--- src/rtl/img_ctrl_pkg.sv ---
// Shared types and geometry for the SRAM-backed disk image controller.
// One 512-byte sector per LBA; the image occupies a 19-bit byte space.
package img_ctrl_pkg;

  localparam int SECTOR_BITS  = 9;
  localparam int SECTOR_BYTES = 1 << SECTOR_BITS;
  localparam int SRAM_AW      = 19;
  localparam int LBA_BITS     = SRAM_AW - SECTOR_BITS;

  typedef enum logic [2:0] {
    ST_IDLE,
    ST_RD_ADDR,
    ST_RD_DATA,
    ST_WR,
    ST_DONE
  } state_t;

endpackage

--- src/rtl/sram_image_controller.sv ---
// Serves u765 sd_* sector requests from a pre-loaded, read-only image SRAM.
// Reads stream one byte per two clocks; writes are acknowledged and dropped.
module sram_image_controller
  import img_ctrl_pkg::*;
(
  input  logic                   clk_i,
  input  logic                   reset_i,
  input  logic [31:0]            sd_lba,
  input  logic [1:0]             sd_rd,
  input  logic [1:0]             sd_wr,
  output logic                   sd_ack,
  output logic [SECTOR_BITS-1:0] sd_buff_addr,
  output logic [7:0]             sd_buff_dout,
  input  logic [7:0]             sd_buff_din,
  output logic                   sd_buff_wr,
  output logic [SRAM_AW-1:0]     sram_addr_o,
  input  logic [7:0]             sram_data_i
);

  state_t                 state, next_state;
  logic [LBA_BITS-1:0]    lba;
  logic [SECTOR_BITS-1:0] index;
  logic                   req_rd, req_wr, last_byte;

  // Write data and the upper LBA bits are intentionally ignored.
  logic unused_inputs;
  assign unused_inputs = ^{sd_buff_din, sd_lba[31:LBA_BITS]};

  assign req_rd    = |sd_rd;
  assign req_wr    = |sd_wr;
  assign last_byte = (index == SECTOR_BITS'(SECTOR_BYTES - 1));

  // NOTE: sequential state uses non-blocking assignments so every register
  // samples pre-edge values regardless of statement order.
  always_ff @(posedge clk_i) begin
    if (reset_i) state <= ST_IDLE;
    else         state <= next_state;
  end

  // NOTE: next_state gets its default first so no path through the case
  // leaves it unassigned, which would infer a latch.
  always_comb begin
    next_state = state;
    case (state)
      ST_IDLE: begin
        if (req_rd)      next_state = ST_RD_ADDR;
        else if (req_wr) next_state = ST_WR;
      end
      ST_RD_ADDR: next_state = ST_RD_DATA;
      ST_RD_DATA: next_state = last_byte ? ST_DONE : ST_RD_ADDR;
      ST_WR:      if (last_byte) next_state = ST_DONE;
      ST_DONE:    if (!req_rd && !req_wr) next_state = ST_IDLE;
      default:    next_state = ST_IDLE;
    endcase
  end

  // SRAM address is presented during RD_ADDR; its data is registered in RD_DATA.
  always_ff @(posedge clk_i) begin
    if (reset_i) begin
      lba          <= '0;
      index        <= '0;
      sd_ack       <= 1'b0;
      sd_buff_addr <= '0;
      sd_buff_dout <= '0;
      sd_buff_wr   <= 1'b0;
      sram_addr_o  <= '0;
    end else begin
      sd_buff_wr <= 1'b0;
      case (state)
        ST_IDLE: begin
          if (req_rd || req_wr) begin
            lba          <= sd_lba[LBA_BITS-1:0];
            index        <= '0;
            sd_ack       <= 1'b1;
            sd_buff_addr <= '0;
            if (req_rd) sram_addr_o <= {sd_lba[LBA_BITS-1:0], {SECTOR_BITS{1'b0}}};
          end
        end
        ST_RD_DATA: begin
          sd_buff_dout <= sram_data_i;
          sd_buff_addr <= index;
          sd_buff_wr   <= 1'b1;
          if (!last_byte) begin
            index       <= index + 1'b1;
            sram_addr_o <= {lba, index + 1'b1};
          end
        end
        ST_WR: begin
          if (last_byte) begin
            sd_ack <= 1'b0;
          end else begin
            index        <= index + 1'b1;
            sd_buff_addr <= index + 1'b1;
          end
        end
        // Ack is held through the final strobe of a read, then released.
        ST_DONE: sd_ack <= 1'b0;
        default: ;
      endcase
    end
  end

endmodule

--- config.mk ---
export PLATFORM = sky130hd
export DESIGN_NAME = sram_image_controller
export DESIGN_NICKNAME = d
export VERILOG_FILES = /design/src/rtl/img_ctrl_pkg.sv /design/src/rtl/sram_image_controller.sv
export SDC_FILE = /design/constraint.sdc
export NUM_CORES = 1
export LEC_CHECK = 0
export ABC_AREA = 1
export CAP_MARGIN = 10
export CORE_UTILIZATION = 25
export CTS_BUF_LIST = sky130_fd_sc_hd__clkbuf_2
export DETAILED_ROUTE_END_ITERATION = 8
export DONT_BUFFER_PORTS = 1
export GPL_ROUTABILITY_DRIVEN = 0
export PLACE_DENSITY = 0.35
export SYNTH_ARGS = -nofsm -noshare
export SYNTH_HDL_FRONTEND = slang
export SYNTH_SLANG_ARGS = --single-unit
export TNS_END_PERCENT = 30
--- constraint.sdc ---
create_clock -name clk_i -period 5.6 [get_ports clk_i]
set_clock_uncertainty 0.05 [all_clocks]
set_input_delay 0.84 -clock clk_i [delete_from_list [all_inputs] [get_ports clk_i]]
set_output_delay 0.84 -clock clk_i [all_outputs]
set_load 0.1 [all_outputs]
==> impl_metrics.tcl <==
set metrics [dict create \
    ys_ff_latch 60 \
    use_met1_pct 17.7 \
    cts_buffer_depth 2 \
    worstPathCellList "ha_1 -> nand2_1 -> inv_1 -> nand2_1 -> nor2_1 -> ha_1 -> inv_1 -> nand3_2 -> nand2_2 -> nand2_1 -> o21ai_0 -> nor2_1" \
    use_met2_pct 21.8 \
    die_h_um 106 \
    critPathTopFamily "simple AND/OR/NAND/NOR gates" \
    htreeDepth 3 \
    hold_violations 0 \
    setup_violations 0 \
    drt-total-wl_um 7470 \
    syn-num-nets 453 \
    ios 92 \
    crit_type "reg2reg" \
    nFillCells 1193 \
    drv_cap 0 \
    tightest_slew_ns 1.02 \
    ant_nets 0 \
    rsz0062_at_grt "false" \
    ys_async_sr_fraction_pct 0 \
    vdd_ir_drop_max_mv 0.257 \
    syn_to_final_growth_pct 9.62 \
    grtUsageMet3_pct 6.81 \
    grt_pass1_wl_um 11900 \
    fin_crit_ns 2.56 \
    fmax_mhz 391 \
    path_buf_inv 2 \
    slowest_delay_ns 0.43 \
    antenna_found_initial 0 \
    drt_iter0_markers 116 \
    power_density_nw_per_um2 757 \
    synth.avg_cell_area_um2 6.83 \
    worstPathArrival_ns 2.91 \
    root_buffer "clkbuf_2" \
    remaining_drc_errors 0 \
    seq_area_um2 1200 \
    cts_hold_buf 0 \
    layout-drive-gt1-share_pct 8.29 \
    clk_latency_ns 0.50 \
    syn_inst 396 \
    cp_max_fo 20 \
    synth_ff_type "dfxtp_1" \
    status "complete, no violations" \
    slew_violations 0 \
    core_area_um2 10400 \
    cts_tree "built" \
    path_clk_slew_ns 0.19 \
    cp_slowest_cell "nand2_1" \
    min_period_over_period_pct 45.6 \
    final_cell_mix "87 x nand2_1, 80 x nor2_1, 60 x dfxtp_1" \
    diodes 0 \
    vias 2375 \
    crit_path_start_kind "register" \
    final_common_cell "nand2_1" \
    rows 37 \
    worst_ep_required_time_ns 5.95 \
    drt-wirelength-per-cell_um 14.0 \
    cp-end-kind "register" \
    netlist_area_um2 2710 \
    grt_max_degree 42 \
    p_leak_nw 1.26 \
    power_w 0.00225 \
    port-buffer-count 0 \
    synth_cell_types 24 \
    cts.sinks 60 \
    final_nets 450 \
    busiest_layer "met2" \
    cts_resized 0 \
    cts_buffers 9 \
    overflow 0 \
    die_x_um 106 \
    postCtsSetupRepairBufs 0 \
    yosysWarnings 0 \
    multi_input_area_um2 1270 \
    hold_path.class "in2reg" \
    start_util_pct 26.0 \
    die_area_um2 11200 \
    crit_path_frequent_cell "nand2_1" \
    setup_tns_ns 0 \
    slew_headroom_pct 31.7 \
    track_usage_pct 14.2 \
    synth_seq_area_share_pct 44.4 \
    firstDrtPassIters 4 \
    via_per_inst 4.45 \
    grt_pass1_vias 2231 \
    synth_edf_count 0 \
    dp_hpwl_um 5070 \
]
## layer usage
metal | routed length [µm] | part of all wire [%]
met5 | 0 | 0
met4 | 71 | 0.95
met3 | 630 | 8.4
met2 | 3300 | 44
met1 | 3470 | 46
## cells in the mapped netlist, types with 2 or more instances
cell	number	area (µm²)
nor2_2	3	18.8
inv_2	5	18.8
clkbuf_1	5	18.8
dfxtp_1	60	1200
nand3_1	15	75.1
ha_1	3	37.5
nand2_2	4	25.0
nand2_1	87	327
nand3_2	2	20.0
o21bai_1	5	37.5
clkbuf_2	2	10.0
buf_2	6	30.0
inv_1	34	128
o21ai_0	42	210
buf_4	2	15.0
o21ai_1	6	30.0
nor2_1	80	300
a21oi_1	29	145
## flip-flops by register name (all words and copies together) (netlist names)
register / flops
sd_buff_dout: 8
sd_buff_addr: 9
index: 9
sram_addr_o: 19
state: 3
sd_ack: 1
sd_buff_wr: 1
lba: 10
## worst paths after layout
| kind | startpoint | to | slack [ns] | depth (start not counted) |
|---|---|---|---|---|
| worst min register to register | lba[7] | lba[7] | 0.41 | 2 |
| worst min-delay path | reset_i | sd_buff_dout[4] | 0.33 | 1 |
| worst max register to register | index[0] | sram_addr_o[2] | 3.04 | 12 |
| worst max-delay path | index[0] | sram_addr_o[2] | 3.04 | 12 |
## layout make-up
cell class / instances / share of cell area [%]
clock buffers: 9 / 1.52
well taps: 136 / 5.74
flip-flops and latches: 60 / 40.5
clock inverters: 7 / 3.88
repair buffers: 2 / 0.506
multi-input cells: 281 / 42.9
inverters: 39 / 4.94
## metrics by stage
stage               area, µm²  setup WS, ns  std cells  utilization (%)  hold slack, ns
floorplan                2710          3.73        396                -           0.374
global placement         2810          3.02        518             26.9           0.383
detailed placement       2810          3.02        518             26.9           0.391
CTS                      2970          2.94        534             28.5           0.257
global route             2970          2.80        534             28.5           0.223
finish                   2970          3.04        534             28.5           0.329
## power breakdown
group          total, W  leakage [nW]  switching, W  internal (W)
clock network  0.000365        0.0895      0.000174      0.000191
registers       0.00118         0.493      0.000623      0.000557
logic          0.000699         0.678      0.000497      0.000202
total           0.00225          1.26       0.00129      0.000951
## kinds of logic (layout without fill, tap and decap cells)
group	after synthesis	in the layout	synth area share, %
XOR/XNOR	2	2	0.648
flip-flops	60	60	44.4
adder cells (fa/ha/maj)	3	3	1.39
buffers and inverters	55	57	8.56
AND/OR/NAND/NOR	193	193	29.1
AO/OA/AOI/OAI	83	83	15.9
No activity file was read; power rests on OpenSTA's default activity.
